**src/rtl/fft_cfg_pkg.sv**
```systemverilog
// fft_cfg_pkg: shared state type and config-word packing
// helpers for the FFT configuration-channel driver.
package fft_cfg_pkg;

    typedef enum logic [1:0] {
        ST_LOAD = 2'd0,
        ST_SEND = 2'd1,
        ST_IDLE = 2'd2
    } cfg_state_t;

    localparam int PACK_MAX_W = 512;

    typedef logic [PACK_MAX_W-1:0] pack_word_t;

    function automatic int ceil8(input int w);
        return ((w + 7) / 8) * 8;
    endfunction

    function automatic int cfg_tdata_w(
        input int nfft_w,
        input int cp_w,
        input int num_ch,
        input int scale_w
    );
        return ceil8(nfft_w) + ceil8(cp_w)
             + ceil8(num_ch * (1 + scale_w));
    endfunction

    // Fields arrive zero-extended; each lands on its byte-aligned offset.
    function automatic pack_word_t pack_cfg(
        input pack_word_t nfft,
        input pack_word_t cp,
        input pack_word_t fwd_inv,
        input pack_word_t scale,
        input int         nfft_w,
        input int         cp_w,
        input int         num_ch
    );
        int cp_off;
        int dir_off;
        cp_off  = ceil8(nfft_w);
        dir_off = cp_off + ceil8(cp_w);
        return nfft
             | (cp << cp_off)
             | (fwd_inv << dir_off)
             | (scale << (dir_off + num_ch));
    endfunction

endpackage

```
**src/rtl/fft_cfg_pack.sv**
```systemverilog
// fft_cfg_pack: combinational packer turning config fields
// into the FFT core s_axis_config word.
module fft_cfg_pack
    import fft_cfg_pkg::*;
#(
    parameter int NUM_CH  = 1,
    parameter int NFFT_W  = 5,
    parameter int CP_W    = 7,
    parameter int SCALE_W = 8,
    localparam int TDATA_W =
        cfg_tdata_w(NFFT_W, CP_W, NUM_CH, SCALE_W)
) (
    input  logic [NFFT_W-1:0]         nfft,
    input  logic [CP_W-1:0]           cp,
    input  logic [NUM_CH-1:0]         fwd_inv,
    input  logic [NUM_CH*SCALE_W-1:0] scale,
    output logic [TDATA_W-1:0]        tdata
);

    assign tdata = TDATA_W'(pack_cfg(
        pack_word_t'(nfft),
        pack_word_t'(cp),
        pack_word_t'(fwd_inv),
        pack_word_t'(scale),
        NFFT_W,
        CP_W,
        NUM_CH
    ));

endmodule

```
**src/rtl/fft_cfg_driver.sv**
```systemverilog
// fft_cfg_driver: AXI4-Stream master for the FFT core config
// channel; sends defaults after reset, then runtime requests.
module fft_cfg_driver
    import fft_cfg_pkg::*;
#(
    parameter int NUM_CH      = 1,
    parameter int NFFT_W      = 5,
    parameter int NFFT_MIN    = 3,
    parameter int NFFT_MAX    = 6,
    parameter int CP_W        = 7,
    parameter int SCALE_W     = 8,
    parameter int DEF_NFFT    = 6,
    parameter int DEF_CP      = 16,
    parameter bit DEF_FWD_INV = 1'b0,
    parameter logic [SCALE_W-1:0] DEF_SCALE = 8'b01101010,
    parameter int TIMEOUT_CYC = 1024,
    localparam int TDATA_W =
        cfg_tdata_w(NFFT_W, CP_W, NUM_CH, SCALE_W)
) (
    input  logic                      CLK,
    input  logic                      RST,
    input  logic                      cfg_req,
    input  logic [NFFT_W-1:0]         cfg_nfft,
    input  logic [CP_W-1:0]           cfg_cp,
    input  logic [NUM_CH-1:0]         cfg_fwd_inv,
    input  logic [NUM_CH*SCALE_W-1:0] cfg_scale,
    input  logic                      m_axis_config_tready,
    output logic [TDATA_W-1:0]        m_axis_config_tdata,
    output logic                      m_axis_config_tvalid,
    output logic                      cfg_busy,
    output logic                      cfg_done,
    output logic                      cfg_err,
    output logic                      cfg_drop,
    output logic                      cfg_timeout,
    output logic [15:0]               cfg_count
);

    localparam int WCW =
        (TIMEOUT_CYC > 1) ? $clog2(TIMEOUT_CYC) : 1;
    localparam logic [WCW-1:0] WAIT_LAST =
        WCW'((TIMEOUT_CYC > 0) ? TIMEOUT_CYC - 1 : 0);

    cfg_state_t state;

    logic [NFFT_W-1:0]         sh_nfft;
    logic [CP_W-1:0]           sh_cp;
    logic [NUM_CH-1:0]         sh_fwd;
    logic [NUM_CH*SCALE_W-1:0] sh_scale;

    logic [NFFT_W-1:0]         nx_nfft;
    logic [CP_W-1:0]           nx_cp;
    logic [NUM_CH-1:0]         nx_fwd;
    logic [NUM_CH*SCALE_W-1:0] nx_scale;
    logic [TDATA_W-1:0]        nx_tdata;

    logic [WCW-1:0] wait_cnt;
    logic           to_fired;
    logic           nfft_ok;
    logic           accept;
    logic           hshake;

    assign nfft_ok = (cfg_nfft >= NFFT_W'(NFFT_MIN))
                  && (cfg_nfft <= NFFT_W'(NFFT_MAX));
    assign accept  = (state == ST_IDLE) && cfg_req && nfft_ok;
    assign hshake  = m_axis_config_tvalid && m_axis_config_tready;

    // Next shadow contents: defaults in LOAD, request fields on accept.
    always_comb begin
        nx_nfft  = sh_nfft;
        nx_cp    = sh_cp;
        nx_fwd   = sh_fwd;
        nx_scale = sh_scale;
        if (state == ST_LOAD) begin
            nx_nfft  = NFFT_W'(DEF_NFFT);
            nx_cp    = CP_W'(DEF_CP);
            nx_fwd   = {NUM_CH{DEF_FWD_INV}};
            nx_scale = {NUM_CH{DEF_SCALE}};
        end else if (accept) begin
            nx_nfft  = cfg_nfft;
            nx_cp    = cfg_cp;
            nx_fwd   = cfg_fwd_inv;
            nx_scale = cfg_scale;
        end
    end

    fft_cfg_pack #(
        .NUM_CH  (NUM_CH),
        .NFFT_W  (NFFT_W),
        .CP_W    (CP_W),
        .SCALE_W (SCALE_W)
    ) u_pack (
        .nfft    (nx_nfft),
        .cp      (nx_cp),
        .fwd_inv (nx_fwd),
        .scale   (nx_scale),
        .tdata   (nx_tdata)
    );

    always_ff @(posedge CLK) begin
        if (RST) begin
            state                <= ST_LOAD;
            sh_nfft              <= '0;
            sh_cp                <= '0;
            sh_fwd               <= '0;
            sh_scale             <= '0;
            m_axis_config_tvalid <= 1'b0;
            m_axis_config_tdata  <= '0;
            cfg_busy             <= 1'b1;
            cfg_done             <= 1'b0;
            cfg_err              <= 1'b0;
            cfg_drop             <= 1'b0;
            cfg_timeout          <= 1'b0;
            cfg_count            <= 16'd0;
            wait_cnt             <= '0;
            to_fired             <= 1'b0;
        end else begin
            cfg_done    <= 1'b0;
            cfg_err     <= 1'b0;
            cfg_drop    <= 1'b0;
            cfg_timeout <= 1'b0;
            case (state)
                ST_LOAD: begin
                    sh_nfft              <= nx_nfft;
                    sh_cp                <= nx_cp;
                    sh_fwd               <= nx_fwd;
                    sh_scale             <= nx_scale;
                    m_axis_config_tvalid <= 1'b1;
                    m_axis_config_tdata  <= nx_tdata;
                    cfg_busy             <= 1'b1;
                    cfg_drop             <= cfg_req;
                    wait_cnt             <= '0;
                    to_fired             <= 1'b0;
                    state                <= ST_SEND;
                end
                ST_SEND: begin
                    cfg_drop <= cfg_req;
                    if (hshake) begin
                        m_axis_config_tvalid <= 1'b0;
                        m_axis_config_tdata  <= '0;
                        cfg_busy             <= 1'b0;
                        cfg_done             <= 1'b1;
                        cfg_count            <= cfg_count + 16'd1;
                        state                <= ST_IDLE;
                    end else if (TIMEOUT_CYC != 0 && !to_fired) begin
                        // tvalid is held; only the flag fires, once.
                        if (wait_cnt == WAIT_LAST) begin
                            cfg_timeout <= 1'b1;
                            to_fired    <= 1'b1;
                        end else begin
                            wait_cnt <= wait_cnt + 1'b1;
                        end
                    end
                end
                ST_IDLE: begin
                    if (accept) begin
                        sh_nfft              <= nx_nfft;
                        sh_cp                <= nx_cp;
                        sh_fwd               <= nx_fwd;
                        sh_scale             <= nx_scale;
                        m_axis_config_tvalid <= 1'b1;
                        m_axis_config_tdata  <= nx_tdata;
                        cfg_busy             <= 1'b1;
                        wait_cnt             <= '0;
                        to_fired             <= 1'b0;
                        state                <= ST_SEND;
                    end else begin
                        cfg_err <= cfg_req;
                    end
                end
                default: begin
                    m_axis_config_tvalid <= 1'b0;
                    m_axis_config_tdata  <= '0;
                    cfg_busy             <= 1'b1;
                    state                <= ST_LOAD;
                end
            endcase
        end
    end

endmodule

```
**config.mk**
```make
export PLATFORM = sky130hd
export DESIGN_NAME = fft_cfg_driver
export DESIGN_NICKNAME = d
export VERILOG_FILES = /design/src/rtl/fft_cfg_pkg.sv /design/src/rtl/fft_cfg_pack.sv /design/src/rtl/fft_cfg_driver.sv
export SDC_FILE = /design/constraint.sdc
export NUM_CORES = 1
export LEC_CHECK = 0
export CAP_MARGIN = 0
export CELL_PAD_IN_SITES_DETAIL_PLACEMENT = 1
export CELL_PAD_IN_SITES_GLOBAL_PLACEMENT = 1
export CORE_AREA = 2 2 89 91
export DETAILED_ROUTE_END_ITERATION = 16
export DIE_AREA = 0 0 91 93
export GPL_TIMING_DRIVEN = 0
export HOLD_SLACK_MARGIN = 0.05
export PLACE_DENSITY_LB_ADDON = 0.1
export SLEW_MARGIN = 20
export SYNTH_ARGS = -nofsm -noshare
export SYNTH_HDL_FRONTEND = slang
export SYNTH_SLANG_ARGS = --single-unit
```
**constraint.sdc**
```tcl
create_clock -name CLK -period 1.7 [get_ports CLK]
set_input_delay 0.34 -clock CLK [delete_from_list [all_inputs] [get_ports CLK]]
set_output_delay 0.34 -clock CLK [all_outputs]
set_load 0.05 [all_outputs]
```
# Word level (Yosys, flattened, before mapping)
# Index checks and enable logic that the tools add are counted.
[totals] reg_bits=88 input_bits=25 elab_cells=87
[classes] addsub=2 n_lt_le_gt_ge=2 n_eq_ne=8 mux=37 bitwise_logic=6 n_reduce_logical=17
[op_table] op="$pmux W32 S3" n=1
[op_table] op="$mux W32" n=2
[op_table] op="$mux W10" n=4
[op_table] op="$or A32 B25 Y32" n=1
[op_table] op="$pmux W10 S3" n=1
[op_table] op="$mux W8" n=3
[op_table] op="$mux W7" n=3
[op_table] op="$or A15 B17 Y17" n=1
[op_table] op="$add A16 B1 Y16 const B" n=1
[op_table] op="$pmux W8 S2" n=1
[op_table] op="$mux W5" n=3
[op_table] op="$or A5 B15 Y15" n=1
[op_table] op="$pmux W7 S2" n=1
[op_table] op="$add A10 B1 Y10 const B" n=1
[op_table] op="$eq A10 B10 Y1 const B" n=1
[op_table] op="$mux W1" n=10
[op_table] op="$ne A2 B2 Y1 const B" n=5
[op_table] op="$pmux W5 S2" n=1
[op_table] op="$pmux W1 S3" n=2
[op_table] op="$pmux W2 S3" n=1
[op_table] op="$reduce_and A2 Y1" n=3
[op_table] op="$reduce_or A2 Y1" n=3
[op_table] op="$ge A5 B2 Y1 const B" n=1
[op_table] op="$le A5 B3 Y1 const B" n=1
[op_table] op="other kinds (13)" n=20

# Longest topological paths before layout
[depth] depth_word=10 depth_mapped=8

# Modules after synthesis
# A second synthesis with hierarchy kept.
[hier_totals] hier_cells=387 area_unflattened_um2=3677.3
[modules_own_cells] mod="fft_cfg_driver" instances=1 cells_each=354 area_per_inst_um2=3433.3 seq_area_each_um2=1761.7
[modules_own_cells] mod="fft_cfg_pack" instances=1 cells_each=33 area_per_inst_um2=244.0 seq_area_each_um2=0.0

# Worst setup path after synthesis
# No wires, ideal clock.
[synth_timing] kind="register -> register" start="register m_axis_config_tvalid" end="register cfg_count[5]" arrival_ps=1629 setup_slack_ps=-56 stages_incl_launch_ff=6 period_less_slack_ps=1756 cell_sequence="dfxtp_1 > nand4b_1 > nor2_1 > and3_1 > xnor2_1 > nor2_1"
[synth_via] elab_chain_len=2
[synth_lines] element="start, declared" line="fft_cfg_driver.sv:29" source="output logic m_axis_config_tvalid,"
[synth_lines] element="start signal, assigned" line="fft_cfg_driver.sv:106" source="m_axis_config_tvalid <= 1'b0;"
[synth_lines] element="start signal, assigned" line="fft_cfg_driver.sv:127" source="m_axis_config_tvalid <= 1'b1;"
[synth_lines] element="start signal, assigned" line="fft_cfg_driver.sv:138" source="m_axis_config_tvalid <= 1'b0;"
[synth_lines] element="$logic_and A1 B1 Y1" line="fft_cfg_driver.sv:65" source="assign hshake = m_axis_config_tvalid && m_axis_config_tready;"
[synth_lines] element="$reduce_and A2 Y1 (no source line)"
[synth_lines] element="end signal, assigned" line="fft_cfg_driver.sv:142" source="cfg_count <= cfg_count + 16'd1;"
[synth_lines] element="end, declared" line="fft_cfg_driver.sv:35" source="output logic [15:0] cfg_count"
# Every way passes these cells.
# A chain may end at the register's enable or synchronous reset.

# Final worst setup path
[layout_timing] start="register wait_cnt[0]" end="register wait_cnt[3]"
[layout_via] elab_chain_len=5 word_cells_on_any_way=8 classes_between="add/sub: 1; eq/ne: 2; mux: 4; reduce/logical: 1"
[layout_lines] element="start, declared" line="fft_cfg_driver.sv:56" source="logic [WCW-1:0] wait_cnt;"
[layout_lines] element="start signal, assigned" line="fft_cfg_driver.sv:150" source="wait_cnt <= wait_cnt + 1'b1;"
[layout_lines] element="$add A10 B1 Y10" line="fft_cfg_driver.sv:150"
[layout_lines] element="$mux W10" line="fft_cfg_driver.sv:146" source="if (wait_cnt == WAIT_LAST) begin"
[layout_lines] element="$mux W10" line="fft_cfg_driver.sv:144" source="end else if (TIMEOUT_CYC != 0 && !to_fired) begin"
[layout_lines] element="$mux W10" line="fft_cfg_driver.sv:137" source="if (hshake) begin"
[layout_lines] element="$pmux W10 S3" line="fft_cfg_driver.sv:121" source="case (state)"
# Parallel ways exist; a longest one is shown, timed or not. The select of a mux whose other input is x is not followed.

==> impl_metrics.env <==
export IMPL_route_detailed_drc=0
export IMPL_startpoint="wait_cnt[0]$_SDFFE_PP0P_"
export IMPL_wl_per_cell_um=13.93
export IMPL_cp_slowest_cell="dfxtp_4"
export IMPL_endpoint="wait_cnt[3]$_SDFFE_PP0P_"
export IMPL_clk_path_buf_depth=2
export IMPL_syn_area_per_cell_um2=9.042
export IMPL_critical_path_class="reg2reg"
export IMPL_tightestPinTransition_ns=0.5120
export IMPL_r2r_end="wait_cnt[3]$_SDFFE_PP0P_"
export IMPL_ios=79
export IMPL_leakagePower_uw=0.001663
export IMPL_finalCriticalPeriod_ns=1.633
export IMPL_mostFrequentLayoutCells="dfxtp_1, dlygate4sd2_1, nand2_1, buf_4, nor2_1"
export IMPL_rr_worst_depth=7
export IMPL_max_freq_ghz=0.6125
export IMPL_cts_buffers_inserted=9
export IMPL_period_share_pct=96.04
export IMPL_regArea_um2=1149
export IMPL_vdd_drop_max_mv=0.2995
export IMPL_grt_max_degree=11
export IMPL_hold_path_startpoint="cfg_req"
export IMPL_drive_gt1_share_pct=20.27
export IMPL_cp_start_kind="flip-flop"
export IMPL_cpPeakStageDelay_ns=0.36
export IMPL_max_slew_margin_pct=66.00
export IMPL_cts_tree="built"
export IMPL_vias=2227
export IMPL_core_area_um2=7527
export IMPL_die_w_um=91
export IMPL_finalNetCount=393
export IMPL_multi_input_area_um2=1210
export IMPL_antenna_found_initial=0
export IMPL_worstPathArrival_ns=1.90
export IMPL_place_hpwl_um=4468
export IMPL_holdBufCountCts=0
export IMPL_r2r_slack_ns=0.07
export IMPL_first_pass_iters=4
export IMPL_hold_viol_final=0
export IMPL_cp_required_ns=1.96
export IMPL_setup_slack_ns=0.06731
export IMPL_crit_fanout=8
export IMPL_die_h_um=93
export IMPL_portBuffers=67
export IMPL_yosysWarnings=0
export IMPL_cts_clk_slew_worst_paths_ns=0.07
export IMPL_place_area_um2=3233
export IMPL_n_fill_cell=923
export IMPL_status="finished, final reports clean"
export IMPL_tns_ns=0
export IMPL_crit_chain="ha_4 -> nand3_2 -> nor3_4 -> o221a_4 -> buf_4 -> or3_1 -> a21oi_2"
export IMPL_start_util_pct=31.83
export IMPL_crit_path_end_kind="flip-flop"
export IMPL_skew_ns=0.009147
export IMPL_postRouteAntennaNets=0
export IMPL_clkLatencyLatePin_ns=0.33
export IMPL_power_per_cell_area_nw_per_um2=836.0
export IMPL_area_growth_pct=51.23
export IMPL_grt_pass1_wl_um=10570
export IMPL_drtIter0Drc=64
export IMPL_setup_viol=0
export IMPL_antenna_diode_count=0
export IMPL_placedCellCount=444
export IMPL_die_area_um2=8463
export IMPL_h_tree_depth=3
export IMPL_layout_cells_non_filler=472
export IMPL_yosysUniqueCellTypes=42
export IMPL_wl_um=6573
export IMPL_grt_pass1_vias=2203
export IMPL_hold_path_class="in2reg"
export IMPL_placementRows=32
export IMPL_synthCells=265
export IMPL_slew_violations=0
export IMPL_dpl_worst_slack_ns=-0.5971
export IMPL_synth_area_um2=2396
export IMPL_gp_congestion=0.7095
export IMPL_ys_seq_area_share_pct=47.62
export IMPL_mostFrequentLayoutCell="dfxtp_1"
export IMPL_clock_root_buffer="clkbuf_8"
export IMPL_grt_overflow=0
export IMPL_worstReg2RegStart="wait_cnt[0]$_SDFFE_PP0P_"
export IMPL_grt_use_total_pct=15.50
export IMPL_maxCapViolations=0
export IMPL_synth_seq_cells=57
export IMPL_viasPerCell=4.718
export IMPL_finalInstanceArea_um2=3623
export IMPL_cts_sinks=57
cells by family (layout without fill, tap and decap cells):
family	count (synthesis)	in the layout	synth area share, %
xor gates and xnor gates	15	15	5.483
buffers and inverters	34	129	7.728
AOI/OAI and AO/OA	57	57	17.13
DFF	57	57	47.62
other	1	11	0.1565
adders and majority gates	2	2	1.044
and+or+nand+nor	99	99	20.84
state kept, by name, indices dropped and copies added (netlist names):
signal	cells
to_fired	1
cfg_err	1
wait_cnt	10
state	2
cfg_count	16
m_axis_config_tvalid	1
cfg_timeout	1
cfg_busy	1
sh_nfft	1
cfg_drop	1
m_axis_config_tdata	21
cfg_done	1
power breakdown:
part | switching (µW) | internal [µW]
Clock | 530 | 662
Sequential | 20.1 | 1370
Combinational | 278 | 169
Total | 827 | 2200
cell usage after synthesis (all sizes together):
cell / count / area [µm²]
o21a: 4 / 30.03
and3b: 1 / 10.01
and4b: 1 / 10.01
xnor2: 3 / 26.28
conb: 1 / 3.750
nor2: 26 / 97.59
nor3b: 1 / 12.51
buf: 23 / 143.9
o31ai: 3 / 22.52
o21ai: 12 / 60.06
xor2: 12 / 105.1
and2: 2 / 12.51
nand4b: 1 / 8.760
nor3: 3 / 20.02
clkbuf: 4 / 15.01
a21oi: 17 / 85.08
nand2: 28 / 105.1
o211a: 1 / 10.01
dfxtp: 57 / 1141
a21boi: 1 / 11.26
o32ai: 1 / 16.27
nand3b: 1 / 7.510
or4: 3 / 22.52
a22o: 13 / 113.9
nand2b: 1 / 6.260
or3: 4 / 25.02
nand4: 6 / 37.54
nand3: 10 / 50.05
ha: 2 / 25.02
o221a: 1 / 20.02
a31oi: 2 / 12.51
clkinv: 1 / 3.750
and3: 8 / 50.05
nor4b: 1 / 8.760
o211ai: 2 / 28.78
nor2b: 1 / 6.260
inv: 6 / 22.52
and4: 1 / 8.760
critical path: cells and delay by family (launching register included):
kind	cells	cell delay, ns
AOI/OAI and AO/OA	2	0.38
adders and majority gates	1	0.17
buffers and inverters	1	0.15
DFF	1	0.36
and+or+nand+nor	3	0.51
area by class of cell:
type / instances / area share (%)
Multi-Input combinational cell: 184 / 33.39
Sequential cell: 57 / 31.70
Timing Repair Buffer: 81 / 20.51
Buffer: 26 / 5.180
Clock buffer: 11 / 3.626
Tap cell: 102 / 3.522
Clock inverter: 4 / 1.243
Inverter: 7 / 0.8287
stage by stage:
step                      hold WS, ns  power [µW]  utilization, %
after floorplan                0.4193        1686               -
after global placement         0.4347        1834           42.95
after detailed placement       0.4352        1836           42.95
after CTS                      0.4080        3058           46.39
after global routing           0.4333        3183           48.14
final                          0.4273        3029           48.14
what timing repair did:
| item | CTS | global route |
|---|---|---|
| setup buffers | 10 | 3 |
| resized for setup | 63 | 30 |
| pin swaps | 7 | 9 |
| cloned | 0 | 1 |
| endpoints found under the setup margin | 83 | 45 |
worst min path at each step:
stage	endpoint	slack (ns)	depth (start not counted)
2_1_floorplan	cfg_timeout$_SDFF_PP0_	0.42	1
3_5_place_dp	m_axis_config_tdata[2]$_SDFFE_PP0P_	0.44	2
6_report	cfg_drop$_SDFF_PP0_	0.43	3
4_1_cts	cfg_drop$_SDFF_PP0_	0.41	3
5_1_grt	cfg_drop$_SDFF_PP0_	0.43	3
3_3_place_gp	m_axis_config_tdata[2]$_SDFFE_PP0P_	0.43	2
layer usage:
layer | track usage [%] | wire, µm | vias to the layer above
met5 | 0 | 0 | -
met4 | 4.924 | 64 | 0
met3 | 4.593 | 364 | 6
met2 | 25.62 | 3236 | 57
met1 | 19.49 | 2908 | 1063
li1 | - | - | 1101
Power figures use the tool's default switching activity.
